### config.mk
export PLATFORM = sky130hd
export DESIGN_NAME = spi_4094_master_flat
export DESIGN_NICKNAME = d
export VERILOG_FILES = /design/src/rtl/spi_4094_master_pkg.sv /design/src/rtl/spi_4094_master_if.sv /design/src/rtl/spi_4094_master_clk_div_phase.sv /design/src/rtl/spi_4094_master.sv /design/src/flat_wrapper.sv
export SDC_FILE = /design/constraint.sdc
export NUM_CORES = 1
export LEC_CHECK = 0
export BUFFER_PORTS_ARGS = -buffer_cell sky130_fd_sc_hd__buf_2
export CAP_MARGIN = 20
export CORE_ASPECT_RATIO = 1.2
export CORE_UTILIZATION = 57
export DETAILED_ROUTE_END_ITERATION = 12
export GPL_TIMING_DRIVEN = 0
export HOLD_SLACK_MARGIN = 0.1
export PLACE_DENSITY = 0.86
export SYNTH_ARGS = -nofsm -noshare
export SYNTH_HDL_FRONTEND = slang
export SYNTH_SLANG_ARGS = --single-unit
### constraint.sdc
create_clock -name clk -period 6.2 [get_ports clk]
set_input_delay 0 -clock clk [delete_from_list [all_inputs] [get_ports clk]]
set_output_delay 0 -clock clk [all_outputs]
set_load 0.005 [all_outputs]
### src/rtl/spi_4094_master_pkg.sv
// spi_4094_master_pkg
//   Shared definitions for the 4094 chain SPI initiator and the SPI mux wiring:
//   FSM state encoding and the default chain/timing parameters.
//   Optional feature macro used by the top: SPI_4094_READBACK_EN.
package spi_4094_master_pkg;

    localparam int DEF_WIDTH      = 16;  // 8 x number of 4094s
    localparam int DEF_CLK_DIV    = 4;   // clk cycles per sclk half-period
    localparam int DEF_STROBE_CYC = 2;   // clk cycles strobe is held high

    typedef enum logic [1:0] {
        S_IDLE   = 2'd0,
        S_LOW    = 2'd1,
        S_HIGH   = 2'd2,
        S_STROBE = 2'd3
    } state_e;

endpackage

### src/rtl/spi_4094_master_if.sv
// spi_4094_master_if
//   Request/response and 4094 pin bundle for spi_4094_master.
//   Signals:
//     wdata  [WIDTH] word to shift out      valid  request a transfer
//     ready          initiator idle          done   1-cycle pulse after strobe
//     rdata  [WIDTH] word read back from QS' sclk   GLB_4094_CLK
//     sdata          GLB_4094_DATA           strobe GLB_4094_STROBE_CTL
//     oe             GLB_4094_OE             miso   GLB_4094_MISO_CTL (chain QS')
//   Modports: master = the initiator (spi_4094_master), slave = its user/environment.
interface spi_4094_master_if
    import spi_4094_master_pkg::*;
#(
    parameter int WIDTH = DEF_WIDTH
);
    logic [WIDTH-1:0] wdata;
    logic [WIDTH-1:0] rdata;
    logic             valid;
    logic             ready;
    logic             done;
    logic             sclk;
    logic             sdata;
    logic             strobe;
    logic             oe;
    logic             miso;

    modport master (
        input  wdata, valid, miso,
        output ready, done, rdata, sclk, sdata, strobe, oe
    );

    modport slave (
        output wdata, valid, miso,
        input  ready, done, rdata, sclk, sdata, strobe, oe
    );
endinterface

### src/rtl/spi_4094_master_clk_div_phase.sv
// clk_div_phase
//   Restartable phase divider: while en_i is high the counter advances and
//   tick_o pulses on the last of every CLK_DIV cycles; the counter wraps to 0 on
//   each tick (phase change) or on restart_i.
//   Ports:
//     clk, rst    system clock, asynchronous active-high reset
//     en_i        count enable (inside a sclk phase)
//     restart_i   force the counter back to 0 (start of a transfer)
//     tick_o      last cycle of the current phase
//     first_o     first cycle of the current phase
module clk_div_phase #(
    parameter int CLK_DIV = 4
) (
    input  logic clk,
    input  logic rst,
    input  logic en_i,
    input  logic restart_i,
    output logic tick_o,
    output logic first_o
);

    localparam int            CW   = $clog2(CLK_DIV + 1);
    localparam logic [CW-1:0] LAST = CW'(CLK_DIV - 1);

    logic [CW-1:0] cnt_q, cnt_d;

    assign tick_o  = en_i && (cnt_q == LAST);
    assign first_o = (cnt_q == '0);

    // NOTE: every always_comb output gets its default first so no path leaves it unassigned (no latch).
    always_comb begin
        cnt_d = cnt_q;
        if (restart_i || tick_o) begin
            cnt_d = '0;
        end else if (en_i) begin
            cnt_d = cnt_q + 1'b1;
        end
    end

    // NOTE: state registers use non-blocking assignments so all flops update together at the edge.
    always_ff @(posedge clk or posedge rst) begin
        if (rst) begin
            cnt_q <= '0;
        end else begin
            cnt_q <= cnt_d;
        end
    end

endmodule

### src/rtl/spi_4094_master.sv
// spi_4094_master
//   FPGA-side initiator for the 4094 shift-register chain: shifts a WIDTH-bit
//   word out MSB first on sclk/sdata, pulses strobe to latch it into the 4094
//   storage registers, then asserts oe (sticky until reset).
//   Ports:
//     clk, rst  system clock, asynchronous active-high reset
//     bus       spi_4094_master_if.master (wdata/valid/ready/done/rdata and the
//               sclk/sdata/strobe/oe/miso pins)
//   Parameters: WIDTH (chain bits), CLK_DIV (clk per sclk half-period, >=1),
//               STROBE_CYC (strobe high cycles, >=1).
//   Macro SPI_4094_READBACK_EN: when defined, miso (chain QS') is shifted into a
//   second register and presented on rdata at done; otherwise rdata is 0.
module spi_4094_master
    import spi_4094_master_pkg::*;
#(
    parameter int WIDTH      = DEF_WIDTH,
    parameter int CLK_DIV    = DEF_CLK_DIV,
    parameter int STROBE_CYC = DEF_STROBE_CYC
) (
    input  logic              clk,
    input  logic              rst,
    spi_4094_master_if.master bus
);

    localparam int               CNT_W    = $clog2(WIDTH);
    localparam int               STB_W    = $clog2(STROBE_CYC + 1);
    localparam logic [CNT_W-1:0] CNT_LAST = CNT_W'(WIDTH - 1);
    localparam logic [STB_W-1:0] STB_LAST = STB_W'(STROBE_CYC - 1);

    state_e           state_q, state_d;
    logic [WIDTH-1:0] sr_q, sr_d;
    logic [CNT_W-1:0] cnt_q, cnt_d;
    logic [STB_W-1:0] stb_q, stb_d;
    logic             sdata_q, sdata_d;
    logic             sclk_q, strobe_q, oe_q, oe_d, done_q, done_d;
    logic             div_en, div_restart, div_tick, div_first;

    clk_div_phase #(.CLK_DIV(CLK_DIV)) u_div (
        .clk       (clk),
        .rst       (rst),
        .en_i      (div_en),
        .restart_i (div_restart),
        .tick_o    (div_tick),
        .first_o   (div_first)
    );

    always_comb begin
        state_d     = state_q;
        sr_d        = sr_q;
        cnt_d       = cnt_q;
        stb_d       = stb_q;
        oe_d        = oe_q;
        done_d      = 1'b0;
        div_en      = 1'b0;
        div_restart = 1'b0;
        unique case (state_q)
            S_IDLE: begin
                if (bus.valid) begin
                    sr_d        = bus.wdata;
                    cnt_d       = CNT_LAST;
                    div_restart = 1'b1;
                    state_d     = S_LOW;
                end
            end
            S_LOW: begin
                div_en = 1'b1;
                if (div_tick) state_d = S_HIGH;
            end
            S_HIGH: begin
                div_en = 1'b1;
                if (div_tick) begin
                    sr_d = {sr_q[WIDTH-2:0], 1'b0};
                    if (cnt_q == '0) begin
                        stb_d   = '0;
                        state_d = S_STROBE;
                    end else begin
                        cnt_d   = cnt_q - 1'b1;
                        state_d = S_LOW;
                    end
                end
            end
            S_STROBE: begin
                stb_d = stb_q + 1'b1;
                if (stb_q == STB_LAST) begin
                    done_d  = 1'b1;
                    oe_d    = 1'b1;
                    state_d = S_IDLE;
                end
            end
            default: state_d = S_IDLE;
        endcase

        // sdata only moves on entry to LOW, giving a full phase of setup before the rise.
        sdata_d = sdata_q;
        if (state_d == S_LOW && state_q != S_LOW) sdata_d = sr_d[WIDTH-1];
    end

    // Pin outputs are registered from the next state so sclk/strobe cannot glitch.
    always_ff @(posedge clk or posedge rst) begin
        if (rst) begin
            state_q  <= S_IDLE;
            sr_q     <= '0;
            cnt_q    <= '0;
            stb_q    <= '0;
            sdata_q  <= 1'b0;
            sclk_q   <= 1'b0;
            strobe_q <= 1'b0;
            oe_q     <= 1'b0;
            done_q   <= 1'b0;
        end else begin
            state_q  <= state_d;
            sr_q     <= sr_d;
            cnt_q    <= cnt_d;
            stb_q    <= stb_d;
            sdata_q  <= sdata_d;
            sclk_q   <= (state_d == S_HIGH);
            strobe_q <= (state_d == S_STROBE);
            oe_q     <= oe_d;
            done_q   <= done_d;
        end
    end

    assign bus.ready  = (state_q == S_IDLE);
    assign bus.done   = done_q;
    assign bus.sclk   = sclk_q;
    assign bus.sdata  = sdata_q;
    assign bus.strobe = strobe_q;
    assign bus.oe     = oe_q;

`ifdef SPI_4094_READBACK_EN
    logic [WIDTH-1:0] rb_q, rdata_q;

    // QS' changes on the 4094's falling clock, so it is stable through HIGH;
    // sample it once per bit on the first HIGH cycle.
    always_ff @(posedge clk or posedge rst) begin
        if (rst) begin
            rb_q    <= '0;
            rdata_q <= '0;
        end else begin
            if (state_q == S_HIGH && div_first) rb_q <= {rb_q[WIDTH-2:0], bus.miso};
            if (done_d) rdata_q <= rb_q;
        end
    end

    assign bus.rdata = rdata_q;
`else
    logic unused_readback;
    assign unused_readback = bus.miso ^ div_first;
    assign bus.rdata       = '0;
`endif

endmodule

### src/flat_wrapper.sv
// flat-port wrapper written by rule: the top's interface ports become plain ports
module spi_4094_master_flat import spi_4094_master_pkg::*;
#(
    parameter int WIDTH      = DEF_WIDTH,
    parameter int CLK_DIV    = DEF_CLK_DIV,
    parameter int STROBE_CYC = DEF_STROBE_CYC
)
  (clk, rst, bus_wdata, bus_valid, bus_miso, bus_ready, bus_done, bus_rdata, bus_sclk, bus_sdata, bus_strobe, bus_oe);
  spi_4094_master_if #(.WIDTH(WIDTH)) bus_i ();
  input  logic clk;
  input  logic rst;
  input wire logic [$bits(bus_i.wdata)-1:0] bus_wdata;
  input wire logic [$bits(bus_i.valid)-1:0] bus_valid;
  input wire logic [$bits(bus_i.miso)-1:0] bus_miso;
  output wire logic [$bits(bus_i.ready)-1:0] bus_ready;
  output wire logic [$bits(bus_i.done)-1:0] bus_done;
  output wire logic [$bits(bus_i.rdata)-1:0] bus_rdata;
  output wire logic [$bits(bus_i.sclk)-1:0] bus_sclk;
  output wire logic [$bits(bus_i.sdata)-1:0] bus_sdata;
  output wire logic [$bits(bus_i.strobe)-1:0] bus_strobe;
  output wire logic [$bits(bus_i.oe)-1:0] bus_oe;
  assign bus_i.wdata = bus_wdata;
  assign bus_i.valid = bus_valid;
  assign bus_i.miso = bus_miso;
  assign bus_ready = bus_i.ready;
  assign bus_done = bus_i.done;
  assign bus_rdata = bus_i.rdata;
  assign bus_sclk = bus_i.sclk;
  assign bus_sdata = bus_i.sdata;
  assign bus_strobe = bus_i.strobe;
  assign bus_oe = bus_i.oe;
  spi_4094_master #(.WIDTH(WIDTH), .CLK_DIV(CLK_DIV), .STROBE_CYC(STROBE_CYC)) u_core (.clk(clk), .rst(rst), .bus(bus_i));
endmodule
# Yosys cells after proc, flatten, opt, wreduce, memory -nomap -nowiden
# Index checks and enable logic that the tools add are counted.
[word_totals]
out_inout_bits = 22
elab_cells = 63
regBits = 32
[op_classes]
eq_ne = 13
reduce_logical = 13
addsub = 3
n_mux = 23
[op_table]
columns = ["op", "count"]
rows = [
  ["16-bit two-way mux", 2],
  ["16-bit case mux with 2 select lines", 1],
  ["2-bit two-way mux", 7],
  ["4-bit two-way mux", 3],
  ["2-bit == test (second input constant)", 4],
  ["2-bit case mux with 4 select lines", 1],
  ["4-bit case mux with 2 select lines", 1],
  ["2-bit by 1-bit == test with 1-bit output (second input constant)", 3],
  ["3-bit two-way mux", 2],
  ["2-bit inequality test (second input constant)", 3],
  ["3-bit AND reduction", 2],
  ["2-bit nonzero test", 3],
  ["1-bit two-way mux", 5],
  ["4-bit logical NOT", 1],
  ["2-bit by 1-bit inequality test with 1-bit output (second input constant)", 2],
  ["2-bit case mux with 2 select lines", 1],
  ["4-bit AND reduction", 1],
  ["4-bit by 1-bit subtractor with 4-bit output (second input constant)", 1],
  ["3-bit by 1-bit adder with 3-bit output (second input constant)", 1],
  ["3-bit by 2-bit == test with 1-bit output (second input constant)", 1],
  ["2-bit by 1-bit adder with 2-bit output (second input constant)", 1],
  ["1-bit logical AND", 2],
  ["2-bit logical NOT", 1],
  ["2-bit AND reduction", 1],
  ["other kinds (2)", 2],
]

# Logic depth before layout (Yosys ltp)
[logic_depth]
ltp_word = 8
depth_mapped = 8

# Cells and area by module
# A second synthesis with hierarchy kept.
[unflattened]
hier_cells = 179
area_unflattened_um2 = 1771.7
[by_module_without_submodules]
columns = ["module", "cells_per_inst", "instances", "area_per_inst_um2"]
rows = [
  ["spi_4094_master", 160, 1, 1577.8],
  ["clk_div_phase", 19, 1, 193.9],
]

# Worst setup path before layout
# OpenSTA, ideal clock, no wires.
[synth_path]
path_type = "register -> register"
start = "reg u_core.state_q[1]"
end = "reg u_core.sdata_q, in the netlist u_core.bus.sdata"
path_buffers = 2
required_time_ps = 6075
arrival_time_ps = 1883
setup_time_ps = 125
path_stages_with_launch = 9
slack_ps = 4192
path_cell_list = "dfrtp_1 inv_1 ha_1 buf_6 and3_1 clkbuf_1 a221o_1 nand3_2 mux2_4"
[synth_between]
elab_chain_cells = 8
[synth_lines]
columns = ["element", "line_no", "source"]
rows = [
  ["start, declared", "spi_4094_master.sv:30", "state_e state_q, state_d;"],
  ["start signal, assigned", "spi_4094_master.sv:111", "state_q <= state_d;"],
  ["2-bit by 1-bit == test with 1-bit output / 2-bit == test (equally long branches)", "spi_4094_master.sv:56", "unique case (state_q)"],
  ["2-bit OR reduction (no source line)", "--", ""],
  ["1-bit two-way mux", "spi_4094_master.sv:56", ""],
  ["1-bit logical AND", "spi_4094_master_clk_div_phase.sv:27", "assign tick_o = en_i && (cnt_q == LAST);"],
  ["2-bit two-way mux, on equally long branches", "spi_4094_master.sv:71, spi_4094_master.sv:67", ""],
  ["2-bit case mux with 4 select lines", "spi_4094_master.sv:56", ""],
  ["2-bit by 1-bit == test with 1-bit output", "spi_4094_master.sv:95", "if (state_d == S_LOW && state_q != S_LOW) sdata_d = sr_d[WIDTH-1];"],
  ["1-bit logical AND", "spi_4094_master.sv:95", ""],
  ["end signal, assigned", "spi_4094_master.sv:115", "sdata_q <= sdata_d;"],
  ["end, declared", "spi_4094_master.sv:34", "logic sdata_q, sdata_d;"],
]
# Several ways; a longest one is shown, not always the timed one. The select of a mux whose other input is x is not followed.
# A chain may end at the register's enable or synchronous reset.

# Worst setup path in the final report
# Same ends and word-level chain as after synthesis.

==> summary.txt <==
Setup path
  • Slowest stage delay, CP: between 0.5 and 0.6 ns
  • Reg-to-reg slack, setup: 3.94 ns
  • CP delay by family, top: flip-flops
  • Worst Path Buf+Inv: 3
  • R2R Path End: u_core.bus.sdata
  • Startpoint types: flip-flop
  • Slowest CP cell: dfrtp_1
  • Crit path required time: 6.43 ns
  • Worst-path cell chain: inv_1, ha_1, buf_6, and3_1, clkbuf_1, a221o_1, nand3_2, mux2_4
  • Crit Path Category: reg -> reg
  • CP Max Fanout: 7
  • CP Launch Point: u_core.state_q[1]
  • CP arrival: 2.49 ns
  • Nature of the critical path endpoint: flip-flop
  • FF-to-FF Start: u_core.state_q[1]
  • Worst r2r path cells: 8

Clocking
  • Clk root buf: clkbuf_4
  • Clk_lat worst skew: 0.34 ns
  • Clock Tree Buf Depth: 2
  • TritonCTS Buffers: 5
  • Post-cts resize count: 0
  • CTS tree: yes
  • Clock transition at path regs: 0.10 ns
  • # H-tree levels: 2
  • Clock sink count: 32

Timing
  • RSZ-0062 raised after global routing: no
  • Slew Viols, Final: 0
  • Fmax achieved: about 440 MHz
  • Tmin final: ~2.3 ns
  • Headroom to the max-slew limit: 0.6381
  • Fin Clk Skew: 0.004987 ns
  • Hold Violations, Final: 0
  • Hold_ws: 0.2360 ns
  • Final TNS setup: 0 ns
  • Fin crit share: 0.3643
  • Worst-margin pin slew: 0.5422 ns
  • Final setup fails: 0

Drt
  • DRC viols: 0
  • Post-DRT Antenna Nets: 0
  • DRT Wirelength: between 3000 and 4000 um
  • Wire per inst: 13.33 um
  • Vias: 1,470
  • Pre-antenna DRT Iters: 4
  • DR iter-0 viols: 39
  • Vias per cell: 5.250

Run
  • Max Cap Viol: 0

Synthesis
  • Syn Inst Count: 180
  • Post-synth EDFFs: 0
  • Dominant cells by area after synthesis: dfrtp_1, a221oi_1, buf_4
  • Cell area after synthesis: approximately 0.0018 sq mm
  • Async S/R FF share, synth: 1.000
  • Synthesis warning total: 0
  • Register area share after synthesis: 0.4539
  • Dominant synthesized flop cell: dfrtp_1
  • Post-synth cell types: 42
  • Post-synth top area cell: dfrtp_1
  • Synth top area share: 0.4539
  • Post-synth top cells: dfrtp_1, nor2_1, buf_4, a221oi_1
  • Flip-flop and latch count after synthesis: 32
  • Syn Area/Cell: 9.801 sq um

Power and ir drop
  • Max VDD drop: 135.7 uV
  • Leak: 1.175 nW
  • Design Power: 367.5 uW
  • Pwr/cell area: roughly 160 mW/mm^2

Placed design
  • Placer Congestion: 0.8170
  • IO buf count: 24
  • Hpwl dp: 2465 um
  • Area after DPL: just over 0.002 sq mm

Finish
  • Synth-to-Final Area Change: 27.52%
  • FILL cells: 199
  • Layout cells sized above 1: 0.2602
  • Diodes inserted: 0
  • Nets: 274
  • Design Area, Final: around 0.0022 sq mm

GRT
  • Global-route wire length before repair: 6451 um
  • Vias in the first global route: around 1,400
  • Tot GR Track Use: 0.2678
  • Initial antenna violation count: 0
  • Largest net degree at the start of global routing: 22
  • Final global-route overflow total: 0

Floorplanning
  • Die Wd: ~53 um
  • Row cnt: 21
  • Die ar.: 0.003323 sq mm
  • I/O Pins: 42
  • Core box area: ~0.0029 sq mm
  • Die Height: 62.95 um
  • Initial Utilization: 0.6160

Outcome
  • Status: complete, no violations

Min path
  • Min-delay worst type: in -> async
## sequential cells by signal (all words and copies together), names as in the netlist
signal              flops
u_core.state_q          2
u_core.bus.oe           1
u_core.sr_q            16
u_core.u_div.cnt_q      3
u_core.bus.sclk         1
u_core.bus.strobe       1
u_core.stb_q            2
u_core.bus.done         1
u_core.bus.sdata        1
u_core.cnt_q            4
## metrics by stage
step           utilization  cells  setup slack [ns]
6_report            0.7855    280             3.942
5_1_grt             0.7855    280             3.856
4_1_cts             0.7855    280             3.963
3_5_place_dp        0.7021    254             3.984
3_3_place_gp        0.6924    253             4.028
2_1_floorplan            -    195             4.192
## power breakdown
group          total (mW)  internal (mW)  switching [mW]
Clock               0.128         0.0559          0.0719
Sequential          0.209          0.209               0
Combinational      0.0311         0.0196          0.0115
Total               0.367          0.284          0.0834
## routing by layer
layer  track usage  up-vias  wire length (um)
li1              -      721                 -
met1        0.3155      706              1561
met2        0.4478       37              1944
met3       0.08029        6               164
met4       0.09539        0                62
met5             0        -                 0
## worst max-delay path by stage
stage                                  end  cells after the start
after floorplan           u_core.bus.sdata                      8
after global placement    u_core.bus.sdata                      8
after detailed placement  u_core.bus.sdata                      8
after CTS                 u_core.bus.sdata                      8
after global routing      u_core.bus.sdata                      8
final                     u_core.bus.sdata                      8
## worst min-delay path, stage by stage
cell and delay (ns):
dlygate4sd3_1 0.53, buf_2 0.12, inv_1 0.40
## placed cells by master, fill, tap and decap left out, drive strengths merged, types with 9 or more instances in the layout
cell type and instances:
conb 16, buf 48, clkbuf 10, nor2 33
dfrtp 32, inv 11, o21ai 9, dlygate4sd3 18
ha 9, a221oi 14, nand2 12
## cell type report
class	count	area, sq um	area share
Sequential cell	32	800.8	0.3560
Inverter	11	41.29	0.01835
Timing Repair Buffer	43	327.8	0.1457
Multi-Input combinational cell	127	803.3	0.3571
Tap cell	34	42.54	0.01891
Clock buffer	8	58.81	0.02614
Buffer	25	175.2	0.07786
## timing repair
item / CTS / global route
hold buffers: 18 / 0
hold endpoints to repair: 54 / 0
buffers inserted: 0 / 0
## logic make-up after synthesis
group / after synthesis / share of synthesized area
mux: 3 / 0.02056
simple gates: 60 / 0.1575
buf+inv: 36 / 0.1227
compound gates: 38 / 0.1745
flops: 32 / 0.4539
other cells: 1 / 0.002126
xor+xnor: 1 / 0.004965
fa+ha+maj: 9 / 0.06383
No activity file was read; power rests on OpenSTA's default activity.
